## src/rtl/shift_operand_stage.sv

```systemverilog
// Operand-prep stage for the barrel shifter: decodes shift form/amount and
// registers it behind a two-entry (main + skid) buffer with a flopped inReady.
module shift_operand_stage #(
  parameter int TAG_W = 4
) (
  input  logic             clk,
  input  logic             reset_n,
  input  logic             flush,
  input  logic             inValid,
  output logic             inReady,
  input  logic [31:0]      rm,
  input  logic [31:0]      rs,
  input  logic [4:0]       imm5,
  input  logic [1:0]       shType,
  input  logic             regShift,
  input  logic             immRot,
  input  logic [7:0]       imm8,
  input  logic [3:0]       rot4,
  input  logic [TAG_W-1:0] inTag,
  output logic [TAG_W-1:0] outTag,
  output logic             outValid,
  input  logic             outReady,
  output logic [31:0]      shIn,
  output logic [1:0]       shOp,
  output logic [31:0]      shAmt,
  output logic             rrx
);

  typedef struct packed {
    logic [TAG_W-1:0] tag;
    logic             rrx;
    logic [31:0]      amt;
    logic [1:0]       op;
    logic [31:0]      opnd;
  } beat_t;

  beat_t in_beat, main_q, skid_q, main_d, skid_d;
  logic  main_vld, skid_vld, main_vld_d, skid_vld_d, rdy_q;
  logic  acc, drain;

  // only the low byte of rs ever reaches the shifter
  logic  unused_rs_hi;
  assign unused_rs_hi = ^rs[31:8];

  always_comb begin
    in_beat      = '0;
    in_beat.tag  = inTag;
    in_beat.opnd = rm;
    in_beat.op   = shType;
    if (immRot) begin
      in_beat.opnd = {24'b0, imm8};
      in_beat.op   = 2'b11;
      in_beat.amt  = {27'b0, rot4, 1'b0};
    end else if (regShift) begin
      in_beat.amt = (shType == 2'b11) ? {27'b0, rs[4:0]} : {24'b0, rs[7:0]};
    end else begin
      case (shType)
        2'b00:   in_beat.amt = {27'b0, imm5};
        2'b01,
        2'b10:   in_beat.amt = (imm5 == 5'd0) ? 32'd32 : {27'b0, imm5};
        default: begin
          if (imm5 == 5'd0) begin
            // RRX: one-bit right shift, carry injected downstream
            in_beat.op  = 2'b01;
            in_beat.amt = 32'd1;
            in_beat.rrx = 1'b1;
          end else begin
            in_beat.amt = {27'b0, imm5};
          end
        end
      endcase
    end
  end

  assign acc   = inValid && rdy_q;
  assign drain = main_vld && outReady;

  always_comb begin
    main_d     = main_q;
    skid_d     = skid_q;
    main_vld_d = main_vld;
    skid_vld_d = skid_vld;
    if (flush) begin
      main_vld_d = 1'b0;
      skid_vld_d = 1'b0;
    end else if (drain || !main_vld) begin
      if (skid_vld) begin
        main_d     = skid_q;
        main_vld_d = 1'b1;
        skid_d     = in_beat;
        skid_vld_d = acc;
      end else begin
        main_d     = in_beat;
        main_vld_d = acc;
      end
    end else if (acc) begin
      skid_d     = in_beat;
      skid_vld_d = 1'b1;
    end
  end

  always_ff @(posedge clk or negedge reset_n) begin
    if (!reset_n) begin
      main_q   <= '0;
      skid_q   <= '0;
      main_vld <= 1'b0;
      skid_vld <= 1'b0;
      rdy_q    <= 1'b0;
    end else begin
      if (main_vld_d && (drain || !main_vld)) main_q <= main_d;
      if (skid_vld_d) skid_q <= skid_d;
      main_vld <= main_vld_d;
      skid_vld <= skid_vld_d;
      rdy_q    <= !skid_vld_d;
    end
  end

  assign inReady  = rdy_q;
  assign outValid = main_vld;
  assign outTag   = main_q.tag;
  assign shIn     = main_q.opnd;
  assign shOp     = main_q.op;
  assign shAmt    = main_q.amt;
  assign rrx      = main_q.rrx;

endmodule

```

## config.mk

```make
export PLATFORM = sky130hd
export DESIGN_NAME = shift_operand_stage
export DESIGN_NICKNAME = d
export VERILOG_FILES = /design/src/rtl/shift_operand_stage.sv
export SDC_FILE = /design/constraint.sdc
export NUM_CORES = 1
export LEC_CHECK = 0
export ABC_AREA = 1
export CAP_MARGIN = 20
export CORE_ASPECT_RATIO = 1.25
export CORE_MARGIN = 2
export CORE_UTILIZATION = 47
export CTS_BUF_LIST = sky130_fd_sc_hd__clkbuf_8
export CTS_CLUSTER_SIZE = 20
export DETAILED_ROUTE_END_ITERATION = 10
export GPL_TIMING_DRIVEN = 1
export PLACE_DENSITY = 0.89
export SYNTH_ARGS = -nofsm -noshare
export SYNTH_HDL_FRONTEND = slang
export SYNTH_SLANG_ARGS = --single-unit
```

## constraint.sdc

```tcl
create_clock -name clk -period 1.4 [get_ports clk]
set_input_delay 0.28 -clock clk [delete_from_list [all_inputs] [get_ports clk]]
set_output_delay 0.28 -clock clk [all_outputs]
set_load 0.05 [all_outputs]
```

==> run_results.csv <==
group,metric,value,unit
outcome,status,"finished, final reports clean",
clocking,cts_tree,"yes",
setup_path,worstSetupPathType,"flip-flop to flip-flop",
finish,multi_input_area,1870,um^2
clocking,clock-root-buffer,"clkbuf_8",
drt,via_per_inst,5.01,
finish,seqCellArea,2430,um^2
finish,fin_util,0.700,
floorplan,initial_core_util,0.485,
floorplan,rows,40,
global_routing,overflow,0,
clocking,clk_latency,0.35,ns
placement,dpl.hpwl,8560,um
drt,first_pass_iters,5,
floorplan,core,9610,um^2
setup_path,cp.depth,6,
yosys,ys_seq_area_frac,0.521,
setup_path,crit_required,1.66,ns
drt,drt_iter0_markers,311,
clocking,clockBufferDepth,2,
setup_path,cp_max_fo,45,
drt,via_count,4187,
yosys,syn_area,4660,um^2
pwr,power_frac_seq,0.440,
timing,maxSlewViolCount,0,
setup_path,crit_chain,"nand2_2 > nand2_2 > nand2_2 > buf_12 > nand2_1 > o21ai_0",
flow_run,maxCapViolCount,0,
setup_path,worstSetupEndpointType,"flip-flop",
drt,wl_per_cell,14.0,um
setup_path,crit_path_frequent_cell,"nand2_2",
floorplan,dieWidth,93.1,um
pwr,p_total,0.00847,W
timing,setup_viol,0,
placement,port-buffer-count,118,
finish,drive_gt1_frac,0.165,
pwr,p_sw_frac,0.356,
drt,routed_wirelength,11700,um
setup_path,r2r_setup_slack,0.07,ns
global_routing,gr-usage-all-layers,0.224,
timing,rsz0062_at_grt,"no",
yosys,synth.ff_latch_count,97,
placement,pre_cts_ws,-0.539,ns
pwr,power_frac_clock,0.193,
setup_path,critPathTopFamily,"flip-flops",
pwr,power_switching,0.00301,W
timing,clock.fmax,752,MHz
clocking,clock_sinks,97,
pwr,p_int,0.00545,W
timing,fin_crit,1.33,ns
setup_path,cp-start-kind,"flip-flop",
drt,ant_nets,0,
global_routing,antenna_found_initial,0,
setup_path,r2r-start,"outValid",
timing,holdWs,0.285,ns
yosys,ys_types,22,
setup_path,cp.arrival,1.59,ns
clocking,htreeDepth,3,
yosys,syn_inst,581,
timing,tns,0,ns
global_routing,grt_pass1_wl,19200,um
pwr,ir_drop,0.000737,V
yosys,synth.avg_cell_area,8.02,um^2
finish,syn2layout_area_growth,44.3,%
setup_path,rr_endpoint,"skid_q[22]",
placement,gp_congestion,0.808,
yosys,yosys_warnings,0,
clocking,cts_buffers,9,
setup_path,crit_buf_inv,1,
drt,drc,0,
global_routing,grt_max_degree,46,
setup_path,r2r_cells,6,
floorplan,fp.dieH,115,um
pwr,leakagePower,3.31,nW
finish,nets,799,
timing,fin_worst_skew,0.0112,ns
pwr,p_per_area,1260,nW/um^2
clocking,path_clk_slew,0.09,ns
pwr,pwr-share-comb,0.366,
timing,hold_violations,0,
setup_path,cp_slowest_cell,"dfrtp_2",
floorplan,ios,167,
timing,setup_slack,0.0710,ns
finish,nFillCells,702,
timing,period_share,0.949,
setup_path,cp_slowest_stage_delay,0.45,ns
global_routing,first_global_vias,4197,
floorplan,die_area,10700,um^2
min_path,hp-class,"primary input to async pin",
-- cell usage after synthesis --
master,n,share of area
inv_1,23,0.019
a31oi_1,2,0.0027
nor2_1,26,0.021
a21oi_1,7,0.0075
dfrtp_1,97,0.52
nand2_1,217,0.17
nand3_1,8,0.0086
clkbuf_1,7,0.0056
a2bb2oi_1,1,0.0019
nand4_1,3,0.0040
buf_2,13,0.014
inv_2,2,0.0016
buf_6,6,0.014
nand3_2,1,0.0021
ha_1,2,0.0054
o21ai_1,38,0.041
conb_1,1,0.00080
clkbuf_2,1,0.0011
buf_4,33,0.053
o21ai_0,89,0.096
nand2_2,3,0.0040
inv_4,1,0.0013
-- placed cells by master, fill, tap and decap left out, drive strengths merged --
| master | netlist | final |
|---|---|---|
| a21oi | 7 | 7 |
| a2bb2oi | 1 | 1 |
| a31oi | 2 | 2 |
| buf | 52 | 79 |
| clkbuf | 8 | 11 |
| clkdlybuf4s50 | 0 | 66 |
| clkinv | 0 | 3 |
| conb | 1 | 24 |
| dfrtp | 97 | 97 |
| diode | 0 | 1 |
| dlygate4sd2 | 0 | 1 |
| dlygate4sd3 | 0 | 1 |
| dlymetal6s2s | 0 | 1 |
| ha | 2 | 2 |
| inv | 26 | 28 |
| nand2 | 220 | 220 |
| nand3 | 9 | 9 |
| nand4 | 3 | 3 |
| nor2 | 26 | 26 |
| o21ai | 127 | 127 |
-- how the worst max path moves through the flow --
stage                     slack (ns)         end       from
after floorplan                 0.01  skid_q[22]    inReady
after global placement         -0.44    shAmt[0]  shType[0]
after detailed placement       -0.54    shAmt[2]  shType[1]
after CTS                      0.005    shAmt[0]  shType[1]
after global routing            0.01    shAmt[5]    imm5[2]
final                           0.07  skid_q[22]   outValid
-- logic make-up after synthesis --
kind of cell / synth area share
fa+ha+maj: 0.00537
other cells: 0.000805
simple gates: 0.215
buf+inv: 0.110
compound gates: 0.148
flops: 0.521
-- routing by layer --
layer	share of wire	vias to the layer above	track usage	wire, um
met2	0.54	151	0.400	6290
li1	-	2049	-	-
met4	0.014	0	0.0853	159
met3	0.058	15	0.0354	684
met5	0	-	0	0
met1	0.39	1972	0.273	4570
-- power by group through the flow --
stage	Clock [W]	Sequential (W)	Combinational, W
2_1_floorplan	0	0.00439	0.000886
5_1_grt	0.00177	0.00378	0.00331
6_report	0.00164	0.00373	0.00310
3_3_place_gp	0	0.00374	0.00300
4_1_cts	0.00166	0.00372	0.00311
3_5_place_dp	0	0.00377	0.00309
-- per-stage QoR --
step	cell area [um^2]	std cells
floorplan	4750	604
global placement	6480	817
detailed placement	6480	817
CTS	6690	834
global route	6720	834
finish	6730	835
-- flip-flops by register name, summed over array words and instances (netlist names) --
| name | cells |
|---|---|
| shOp | 2 |
| shIn | 32 |
| outValid | 1 |
| skid_q | 47 |
| rrx | 1 |
| inReady | 1 |
| outTag | 4 |
| shAmt | 8 |
| skid_vld | 1 |
-- worst reg2reg max path, cell delays in order, from the launching register on --
cell     delay, ns
dfrtp_2       0.45
nand2_2       0.14
nand2_2       0.07
nand2_2       0.15
buf_12        0.23
nand2_1       0.10
o21ai_0       0.10
-- layout make-up --
class,instances,area share
Antenna cell,1,0.000372
Clock buffer,11,0.0225
Clock inverter,5,0.00335
Inverter,26,0.0153
Multi-Input combinational cell,421,0.277
Sequential cell,97,0.361
Tap cell,126,0.0234
Timing Repair Buffer,148,0.296
-- repair_timing --
item,4_1_cts,5_1_grt
endpoints found under the setup margin,8,24
hold endpoints to repair,77,0
cloned,0,0
pin swaps,3,0
resized for setup,10,15
hold buffers,1,0
setup buffers,0,0
Power figures use the tool's default switching activity.
